$ cat src/rtl/spi_cmd_ctrl.sv
`default_nettype none
// ============================================================================
// spi_cmd_ctrl : SPI command/data sequencer for config, GPIO and status regs
// Rev 1.0
// ============================================================================
module spi_cmd_ctrl #(
    parameter int         TIMEOUT  = 1024,
    parameter logic [7:0] ID_VALUE = 8'hA5,
    parameter logic [7:0] MODE_RST = 8'h00
) (
    input  logic       sys_clk,
    input  logic       rst_n,
    input  logic       rx_valid,
    input  logic [7:0] rx_data,
    output logic [7:0] tx_data,
    output logic       tx_load,
    input  logic [7:0] gpio_in,
    output logic [7:0] gpio_out,
    output logic [7:0] gpio_oe,
    output logic [7:0] mode,
    output logic       soft_rst,
    output logic       busy
);

    typedef enum logic [1:0] {
        S_CMD   = 2'd0,
        S_WDATA = 2'd1,
        S_RDATA = 2'd2
    } state_t;

    localparam logic [15:0] c_tmo_last = 16'(TIMEOUT - 1);

    state_t      r_state;
    logic [3:0]  r_addr;
    logic [15:0] r_cnt;
    logic [1:0]  r_status;
    logic [7:0]  r_sync1;
    logic [7:0]  r_sync2;

    logic        w_cmd;
    logic        w_rd_cmd;
    logic        w_wr_commit;
    logic        w_wr_err;
    logic        w_rd_err;
    logic        w_expire;
    logic        w_stat_clr;
    logic [7:0]  w_rd_data;

    // Read mux is addressed straight from the incoming command byte
    always_comb begin
        w_rd_data = 8'h00;
        w_rd_err  = 1'b0;
        case (rx_data[3:0])
            4'h1:    w_rd_data = mode;
            4'h2:    w_rd_data = gpio_out;
            4'h3:    w_rd_data = gpio_oe;
            4'h4:    w_rd_data = r_sync2;
            4'h5:    w_rd_data = {6'b0, r_status};
            4'hF:    w_rd_data = ID_VALUE;
            default: w_rd_err  = 1'b1;
        endcase
    end

    assign w_cmd       = (r_state == S_CMD) && rx_valid;
    assign w_rd_cmd    = w_cmd && !rx_data[7];
    assign w_wr_commit = (r_state == S_WDATA) && rx_valid;
    assign w_wr_err    = w_wr_commit && (r_addr > 4'h3);
    assign w_expire    = (r_state != S_CMD) && !rx_valid && (r_cnt == c_tmo_last);
    assign w_stat_clr  = w_rd_cmd && (rx_data[3:0] == 4'h5);
    assign busy        = (r_state != S_CMD);

    always_ff @(posedge sys_clk or negedge rst_n) begin
        if (!rst_n) begin
            r_state  <= S_CMD;
            r_addr   <= 4'h0;
            r_cnt    <= 16'h0;
            r_status <= 2'b00;
            r_sync1  <= 8'h00;
            r_sync2  <= 8'h00;
            tx_data  <= 8'h00;
            tx_load  <= 1'b0;
            gpio_out <= 8'h00;
            gpio_oe  <= 8'h00;
            mode     <= MODE_RST;
            soft_rst <= 1'b0;
        end else begin
            tx_load  <= 1'b0;
            soft_rst <= 1'b0;
            r_sync1  <= gpio_in;
            r_sync2  <= r_sync1;

            if (soft_rst) begin
                mode     <= MODE_RST;
                gpio_out <= 8'h00;
                gpio_oe  <= 8'h00;
            end

            // Clear-on-read first, then OR in new events so a coincident set wins
            r_status <= (w_stat_clr ? 2'b00 : r_status)
                      | {w_expire, w_rd_err & w_rd_cmd | w_wr_err};

            if (rx_valid || w_expire)
                r_cnt <= 16'h0;
            else if (r_state != S_CMD)
                r_cnt <= r_cnt + 16'h1;

            case (r_state)
                S_CMD: begin
                    if (rx_valid) begin
                        r_addr <= rx_data[3:0];
                        if (rx_data[7]) begin
                            r_state <= S_WDATA;
                        end else begin
                            r_state <= S_RDATA;
                            tx_data <= w_rd_data;
                            tx_load <= 1'b1;
                        end
                    end
                end
                S_WDATA: begin
                    if (rx_valid) begin
                        r_state <= S_CMD;
                        case (r_addr)
                            4'h0:    soft_rst <= rx_data[0];
                            4'h1:    mode     <= rx_data;
                            4'h2:    gpio_out <= rx_data;
                            4'h3:    gpio_oe  <= rx_data;
                            default: ;
                        endcase
                    end else if (w_expire) begin
                        r_state <= S_CMD;
                    end
                end
                S_RDATA: begin
                    if (rx_valid || w_expire)
                        r_state <= S_CMD;
                end
                default: r_state <= S_CMD;
            endcase
        end
    end

endmodule
`default_nettype wire

$ cat config.mk
export PLATFORM = sky130hd
export DESIGN_NAME = spi_cmd_ctrl
export DESIGN_NICKNAME = d
export VERILOG_FILES = /design/src/rtl/spi_cmd_ctrl.sv
export SDC_FILE = /design/constraint.sdc
export NUM_CORES = 1
export LEC_CHECK = 0
export CAP_MARGIN = 0
export CORE_AREA = 2 2 88 90
export CTS_BUF_LIST = sky130_fd_sc_hd__clkbuf_16
export CTS_CLUSTER_DIAMETER = 100
export DETAILED_ROUTE_END_ITERATION = 10
export DIE_AREA = 0 0 90 92
export GPL_TIMING_DRIVEN = 0
export PLACE_DENSITY = 0.71
export SYNTH_ARGS = -nofsm -noshare
export SYNTH_HDL_FRONTEND = slang
export SYNTH_SLANG_ARGS = --single-unit
export TNS_END_PERCENT = 50
$ cat constraint.sdc
create_clock -name sys_clk -period 2.4 [get_ports sys_clk]
set_input_delay 0.36 -clock sys_clk [delete_from_list [all_inputs] [get_ports sys_clk]]
set_output_delay 0.36 -clock sys_clk [all_outputs]
set_load 0.005 [all_outputs]
# == Word level (Yosys, flattened, before mapping) ==
# Index checks and enable logic that the tools add are counted.
# op_classes
n_addsub,1
mul,0
n_div,0
order_cmp,1
eq_ne,15
shift,0
mux,29
bitwise,4
n_reduce_logical,18
# ops
cell,n
$mux W8,12
$pmux W8 S6,1
$mux W16,2
$add A16 B1 Y16 const B,1
$eq A16 B10 Y1 const B,1
$eq A4 B2 Y1 const B,4
$mux W2,6
$eq A4 B1 Y1 const B,2
$eq A4 B3 Y1 const B,2
$logic_and A1 B1 Y1,7
$mux W1,7
$pmux W2 S3,1
$reduce_and A3 Y1,2
$reduce_or A6 Y1,1
$eq A4 B4 Y1 const B,1
$gt A4 B2 Y1 const B,1
$logic_not A4 Y1,1
$ne A2 B2 Y1 const B,2
$reduce_bool A2 Y1,2
$ne A3 B3 Y1 const B,1
$eq A2 B1 Y1 const B,1
$eq A2 B2 Y1 const B,1
$logic_not A1 Y1,2
$logic_not A2 Y1,1
6 further kinds,6
# word_totals
reg_bits,74
latch_bits,0
ram_bits,0
romBits,0
input_bits,19
out_inout_bits,35
word_cells,80
mem_count,0

# == Depth between registers and ports, before layout ==
# Gate-level depths: netlist of run 1.
# depth
depth_word,6
mapped_depth,7
depth_no_buf,5

# == Worst setup path after synthesis of run 1 ==
# No wires, ideal clock.
# synth_path
path_kind,reg-to-reg
start,reg r_cnt[0]
end,reg r_cnt[12]
setup_ns,0.078
arrival_time_ns,1.531
required_time_ns,2.322
slack_ns,0.791
stages_incl_launch_ff,6
n_path_buf,0
synth_period_minus_slack_ns,1.609
path_cell_list,dfrtp_1 -> ha_1 -> nand3_4 -> or2_4 -> or4_1 -> a21oi_1
# synth_between
elab_chain_cells,4
elab_cells_between_ends,7
cone_classes,1 x add/sub; 1 x eq/ne; 2 x mux; 3 x reduce/logical
# synth_lines
element,line,source
from (decl),35,logic [15:0] r_cnt;
from (signal assigned),105,r_cnt <= r_cnt + 16'h1;
"parallel branches: the longest is 4 deep, another holds $add A16 B1 Y16",--,
# Parallel ways; which one is timed is not known. The select of a mux whose other input is x is not followed.
# A chain may end at the register's enable or synchronous reset.

# == Worst setup path after layout of run 1 ==
# layout_path
start,reg r_state[0]
end,out busy
# layout_between
elab_chain_cells,1
# layout_lines
element,line,source
from (decl),33,state_t r_state;
from (signal assigned),74,r_state <= S_CMD;
from (signal assigned),112,r_state <= S_WDATA;
from (signal assigned),114,r_state <= S_RDATA;
$reduce_bool A2 Y1,70,assign busy = (r_state != S_CMD);
to (decl),22,output logic busy
# Every way passes these cells.

==> results of run 1 <==
==> per-layer routing <==
layer / up-vias / wire, um / GRT usage [%]
met4: 0 / 95 / 8.205
met5: - / 0 / 0
met1: 1332 / 3573 / 26.90
met2: 61 / 4035 / 33.90
li1: 1282 / - / -
met3: 6 / 346 / 5.505
==> kinds of logic (layout without fill, tap and decap cells) <==
logic type / after synthesis / count (layout) / share of synthesized area (%)
AO/OA/AOI/OAI: 71 / 71 / 13.71
XOR/XNOR: 9 / 9 / 2.291
adder cells (fa/ha/maj): 1 / 1 / 0.3636
buffers and inverters: 24 / 94 / 3.055
flip-flops: 74 / 74 / 53.82
multiplexers: 17 / 17 / 5.382
AND/OR/NAND/NOR: 128 / 128 / 21.38
==> cells in the final DEF, fill, tap and decap left out, types with 3 or more instances in the layout <==
cell type	netlist	routed
a222oi_1	3	3
xnor2_1	7	7
and3_1	5	5
a21oi_1	9	9
clkdlybuf4s50_1	0	51
clkbuf_1	7	7
a22oi_1	4	4
nand3_1	5	5
o211ai_1	3	3
a21o_1	3	3
clkbuf_16	0	9
nor2b_1	11	11
nand4_1	3	3
nor2_1	22	22
clkinvlp_4	0	3
nand2b_1	18	18
nor4_1	3	3
mux2i_1	5	5
inv_1	6	7
nor3_1	5	5
buf_2	9	9
o2bb2ai_1	4	4
mux2_2	12	12
nand2_1	34	34
o21ai_0	31	31
dfrtp_1	74	74
==> sequential cells by signal (all words and copies together), names as in the netlist <==
signal,cells
r_cnt,16
gpio_oe,8
gpio_out,8
mode,8
r_sync1,8
r_sync2,8
tx_data,8
r_addr,4
r_state,2
r_status,2
soft_rst,1
tx_load,1
==> cell usage after synthesis (all sizes together), types with 2 or more instances <==
cell type	instances	area (um2)
o41ai	2	17.52
nor3	5	25.02
clkbuf	7	26.28
and3	5	31.28
a21o	3	22.52
or4	2	15.01
inv	7	26.27
o21ai	31	155.2
mux2	12	135.1
nor4	4	40.04
nand4	4	31.28
mux2i	5	50.05
nor3b	2	15.01
o221ai	2	17.52
xor2	2	17.52
or2	2	15.02
xnor2	7	61.31
dfrtp	74	1852
o2bb2ai	4	35.03
or3	2	12.51
a222oi	3	30.03
nand2	34	127.6
a22o	2	17.52
a21oi	9	45.04
nor2b	11	68.82
nand3	7	52.55
nor4b	3	41.29
buf	10	52.55
and2	2	12.51
nand3b	3	35.03
nor2	22	82.58
nand2b	18	112.6
a22oi	4	30.03
o31ai	3	27.52
o211ai	3	22.52
==> report_power, final <==
part / internal (W) / leakage (nW) / switching (W)
sequential: 0.00150 / 0.917 / 0.000221
clock: 0.000695 / 0.126 / 0.000516
combinational: 0.000597 / 0.792 / 0.000381
total: 0.00279 / 1.84 / 0.00112
==> final cells by class <==
| type | instances | area [um2] | area share [%] |
|---|---|---|---|
| repair buffers | 54 | 555.5 | 12.64 |
| well taps | 102 | 127.6 | 2.903 |
| clock inverters | 7 | 47.55 | 1.081 |
| plain buffers | 17 | 78.83 | 1.793 |
| inverters | 7 | 26.28 | 0.5976 |
| flip-flops and latches | 74 | 1852 | 42.12 |
| multi-input cells | 226 | 1484 | 33.75 |
| clock buffers | 9 | 225.2 | 5.122 |
==> through the flow <==
step	TNS (ps)	std cells	power [W]	setup WS, ps	utilization, %
5_1_grt	0	496	0.004121	40.44	59.04
3_5_place_dp	0	479	0.002723	24.54	55.24
6_report	0	496	0.003911	174.5	59.04
2_1_floorplan	0	324	0.002096	791.4	-
4_1_cts	0	496	0.003955	150.8	59.04
3_3_place_gp	-120450	478	0.002696	-1634	54.91
==> worst register-to-register path: cells and delay by family (launching register included) <==
kind	cells	cell delay, ps
flops	1	420
simple gates	3	650
buf+inv	1	250
compound gates	1	400
==> timing repair <==
item                                   in CTS  in global routing
buffers inserted                            0                  0
hold buffers                                1                  0
endpoints found under the hold margin      11                  0
==> worst min-delay path by stage <==
stage | slack (ps) | from | to | cells past startpoint
finish | 350 | r_sync1[2] | r_sync2[2] | 0
global route | 360 | r_sync1[0] | r_sync2[0] | 0
CTS | 350 | r_sync1[2] | r_sync2[2] | 0
detailed placement | 230 | rst_n | r_cnt[1] | 1
global placement | 330 | r_sync1[5] | r_sync2[5] | 0
floorplan | 60 | rst_n | gpio_oe[0] | 0
==> key figures, run 1 <==
Synthesis
  – Synth Instances: 324
  – Syn Std Cell Area: 0.003441 mm2
  – Synth async-reset ratio: 100.0%
  – Netlist cell types: 53
  – Main synth FF type: dfrtp_1
  – Seq/Total Area, Yosys: 53.82%
  – Yosys warns: 0
  – Number of synthesized flops with an enable pin: 0
  – Syn_nets: 344
  – Synthesized flop and latch total: 74
  – Syn_area_per_cell: 10.62 um2

Timing
  – Fin crit share: 92.73%
  – Final hold slack: 347.6 ps
  – Rel. slew slack: 66.61%
  – Slew @ Worst Pin: 497.1 ps
  – Final setup viols: 0
  – Hold Fails Final Rpt: 0
  – Final Max Slew Viols: 0
  – Fmax: 449.3 MHz
  – Unrepaired setup endpoints after global routing: no
  – Worst Clk Skew: 8.935 ps
  – Min cycle time layout: 2225 ps

Placement
  – GPL Wtd Cong: 0.8277
  – Dpl cell area: 0.004114 mm2
  – Port bufs: 52
  – Post-DP HPWL: 5.679 mm

GRT
  – Largest net degree at the start of global routing: 64
  – Via count of the first global-routing pass: 2705
  – First-pass GRT wire length: 13.59 mm
  – Grt ovf: 0
  – Tot GR Track Use: 20.89%
  – Initial antenna violation count: 0

Power
  – Cell area power density: 889.5 mW/mm2
  – P_leak: 1.835 nW
  – Worst IR Drop VDD: 572.3 uV

Clock network
  – CTS sink count: 74
  – Clock tree buffer depth: 2
  – Worst skew pair latency: 330 ps
  – CTS root buf: clkbuf_16
  – CTS tree: done
  – Num CTS Buffers: 9
  – Resize count post-CTS: 0
  – Clk slew on worst S/H paths: 60 ps
  – Htree depth: 3

Floorplan
  – Ports: 54
  – Die Ht: 92 um
  – Initial Util: 46.20%
  – Row count: 32
  – Die Wd: 90 um
  – Die Area: 0.008280 mm2
  – Core Region: 0.007447 mm2

Routing
  – Initial DRC Count: 129
  – DRT Pass-1 Iters: 4
  – DRT Wirelength: 8.050 mm
  – Remaining DRCs: 0
  – Antenna violation net count after detailed routing: 0
  – Vias: 2681
  – Vias per Instance: 5.405
  – Routed len/inst: 16.23 um

Critical path
  – Critical path origin: r_state[0]
  – Crit path max fanout: 10
  – Critical Path End: busy
  – CP arrival: 1870 ps
  – Setup slack, reg-to-reg: 560 ps
  – CP max-delay cell: clkdlybuf4s50_1
  – CP cell instances: buf_2, nor2_1, inv_1, clkdlybuf4s50_1
  – CP endpoint kind: primary output
  – Reg2reg path depth: 5
  – CP delay by family, top: buffers and inverters
  – CP Depth: 4
  – Buffers and inverters on the worst path: 3
  – Slowest cell delay on critical path: 470 ps
  – FF-to-FF Start: r_cnt[13]
  – Crit path kind: reg -> out
  – Startpoint types: flop
  – Critical Path RT: 2040 ps
  – Reg2Reg Capture Point: r_cnt[5]

Finish
  – Share of cells above drive strength 1: 12.69%
  – Layout Area Growth over Synthesis: 27.78%
  – Ant diodes: 0
  – Finished Cell Area: 0.004397 mm2
  – Layout Nets: 409
  – Fillcell total: 651

Hold path
  – Worst min path class: reg -> reg

Flow run
  – Max_cap viols: 0

Outcome
  – Status: complete, no violations
Power figures use the tool's default switching activity.
==> inputs of run 2 (changes only) <==
Settings changed: CAP_MARGIN 0 to default.
Clock period 2.4 ns to 2.5 ns, I/O delays scaled along.
==> results of run 2 <==
The final DEF is identical to that of run 1. Status: complete, no violations.
Main changes from that run: setup slack after placement 24.54 ps -> 109.5 ps; setup slack after layout 174.5 ps -> 259.5 ps; register-to-register setup slack 560 ps -> 660 ps; total power 0.003911 W -> 0.003755 W; worst IR drop on VDD 572.3 uV -> 549.4 uV
==> inputs of run 3 (changes only) <==
Settings changed: CTS_BUF_LIST sky130_fd_sc_hd__clkbuf_16 to sky130_fd_sc_hd__clkbuf_8.
==> run 3 against run 2 <==
Effect of this change: global-route usage decreased by 0.17 points; via count up 0.26%; critical path depth did not move; clock skew grew 3.6 ps; first-iteration DRC count decreased by 2.3%; die area unchanged; clock power fell by 27%; largest cell class unchanged; non-clock buffer count is the same; flip-flop and latch count stayed put; register-to-register slack is essentially flat; largest power group unchanged; core utilization shrank 1.2 points.
==> key figures, run 3 (synthesis gave the netlist of run 1 again) <==
Timing
  – Final Max Slew Viols: 0 (unchanged)
  – Fmax: 441.2 MHz (was 446.3 MHz)
  – Fin crit share: 90.66% (was 89.62%)
  – Hold Fails Final Rpt: 0 (unchanged)
  – Slew @ Worst Pin: 497.8 ps (was 497.1 ps)
  – Unrepaired setup endpoints after global routing: no (unchanged)
  – Rel. slew slack: 66.56% (was 66.61%)
  – Final setup viols: 0 (unchanged)
  – Min cycle time layout: 2267 ps (was 2240 ps)
  – Final hold slack: 352.1 ps (was 347.6 ps)
  – Worst Clk Skew: 12.55 ps (was 8.935 ps)

Finish
  – Register area: 0.001852 mm2 (unchanged)
  – Fillcell total: 663 (was 651)
  – Top reg by flops: r_cnt (unchanged)
  – Ant diodes: 0 (unchanged)
  – Leading cell types in the layout, fill and taps excluded: dfrtp_1, clkdlybuf4s50_1, nand2_1 (unchanged)
  – Layout Area Growth over Synthesis: 25.13% (was 27.78%)
  – Share of cells above drive strength 1: 12.94% (was 12.69%)
  – Max reg flops: 16 (unchanged)
  – Final Core Density: 57.81% (was 59.04%)
  – Multi-input logic area: 0.001484 mm2 (unchanged)
  – Commonest non-fill, non-tap cell in the layout: dfrtp_1 (unchanged)
  – Layout Nets: 409 (unchanged)

Clock network
  – Clk slew on worst S/H paths: 80 ps (was 60 ps)
  – CTS tree: done (unchanged)
  – Num CTS Buffers: 9 (unchanged)
  – Htree depth: 3 (unchanged)
  – CTS root buf: clkbuf_8 (was clkbuf_16)
  – Worst skew pair latency: 350 ps (was 330 ps)
  – Clock tree buffer depth: 2 (unchanged)
  – Hold-fix buffers, CTS: 1 (unchanged)
  – CTS sink count: 74 (unchanged)
  – Resize count post-CTS: 0 (unchanged)
  – Setup Fix Bufs, Post-CTS: 0 (unchanged)

Routing
  – DRT Pass-1 Iters: 4 (unchanged)
  – Remaining DRCs: 0 (unchanged)
  – Initial DRC Count: 126 (was 129)
  – Vias per Instance: 5.419 (was 5.405)
  – DRT Wirelength: 8.066 mm (was 8.050 mm)
  – Antenna violation net count after detailed routing: 0 (unchanged)
  – Vias: 2688 (was 2681)
  – Routed len/inst: 16.26 um (was 16.23 um)

Critical path
  – Reg2Reg Capture Point: r_cnt[5] (unchanged)
  – Startpoint types: flop (unchanged)
  – Crit path max fanout: 10 (unchanged)
  – CP endpoint kind: primary output (unchanged)
  – Critical path origin: r_state[0] (unchanged)
  – Setup slack, reg-to-reg: 650 ps (was 660 ps)
  – FF-to-FF Start: r_cnt[13] (unchanged)
  – Critical Path RT: 2120 ps (about the same)
  – Reg2reg path depth: 5 (unchanged)
  – Crit path kind: reg -> out (unchanged)
  – CP arrival: 1890 ps (was 1870 ps)

Floorplan
  – Die Area: 0.008280 mm2 (unchanged)
  – Ports: 54 (unchanged)
  – Core Region: 0.007447 mm2 (unchanged)
  – Row count: 32 (unchanged)
  – Initial Util: 46.20% (unchanged)
  – Die Ht: 92 um (unchanged)
  – Die Wd: 90 um (unchanged)

Hold path
  – Worst min path class: reg -> reg (unchanged)
  – Hold Crit Start: r_sync1[6] (was r_sync1[2])
  – Worst Hold Depth: 0 (unchanged)
  – Hold endpoint: r_sync2[6] (was r_sync2[2])

Outcome
  – Status: complete, no violations (unchanged)

Power
  – P_leak: 1.795 nW (was 1.835 nW)
  – Worst IR Drop VDD: 464.3 uV (was 549.4 uV)
  – Cell area power density: 799.1 mW/mm2 (was 854.0 mW/mm2)

GRT
  – Grt ovf: 0 (unchanged)
  – First-pass GRT wire length: 13.59 mm (unchanged)
  – Largest net degree at the start of global routing: 64 (unchanged)
  – Tot GR Track Use: 20.72% (was 20.89%)
  – Initial antenna violation count: 0 (unchanged)
  – Via count of the first global-routing pass: 2680 (was 2705)

Placement
  – Post-DP HPWL: 5.679 mm (unchanged)
  – GPL Wtd Cong: 0.8277 (unchanged)
  – Port bufs: 52 (unchanged)

Flow run
  – Max_cap viols: 0 (unchanged)
## run 3: worst max-delay path by stage
| stage | endpoint | slack (ps) |
|---|---|---|
| 2_1_floorplan | r_cnt[12] | 890 |
| 3_3_place_gp | r_sync1[6] | -1550 |
| 3_5_place_dp | tx_data[1] | 110 |
| 4_1_cts | busy | 210 |
| 5_1_grt | busy | 90 |
| 6_report | busy | 230 |
## run 3: metrics by stage
| stage | cell area [um2] | setup TNS [ps] | instances | total power (W) | setup slack (ps) |
|---|---|---|---|---|---|
| 3_3_place_gp | 4089 | -114160 | 478 | 0.002588 | -1549 |
| 6_report | 4305 | 0 | 496 | 0.003441 | 233.4 |
| 5_1_grt | 4305 | 0 | 496 | 0.003627 | 91.56 |
| 2_1_floorplan | 3441 | 0 | 324 | 0.002012 | 891.4 |
| 3_5_place_dp | 4114 | 0 | 479 | 0.002614 | 109.5 |
| 4_1_cts | 4305 | 0 | 496 | 0.003471 | 208.4 |
## run 3: layout make-up
type	count	share of cell area (%)
buffer	17	1.831
inverter	7	0.6103
clock buffer	10	3.197
timing repair buffer	54	12.90
sequential	74	43.01
tap	102	2.964
clock inverter	6	1.017
multi-input combinational	226	34.47
## run 3: power breakdown
part / leakage, nW / switching [W] / internal (W)
Sequential: 0.917 / 0.000215 / 0.00144
Clock: 0.0859 / 0.000461 / 0.000387
Combinational: 0.792 / 0.000366 / 0.000573
Total: 1.79 / 0.00104 / 0.00240
## run 3: routing by layer
metal,global-route usage [%],vias to the layer above,share of wire [%]
met3,5.916,9,4.2
met4,5.513,0,1.4
li1,-,1278,-
met2,34.21,56,49
met5,0,-,0
met1,26.97,1345,45
## run 3: critical path: stages (launching register included)
cell and delay, ps:
dfrtp_1 360, buf_2 180, nor2_1 380, inv_1 150
clkdlybuf4s50_1 470
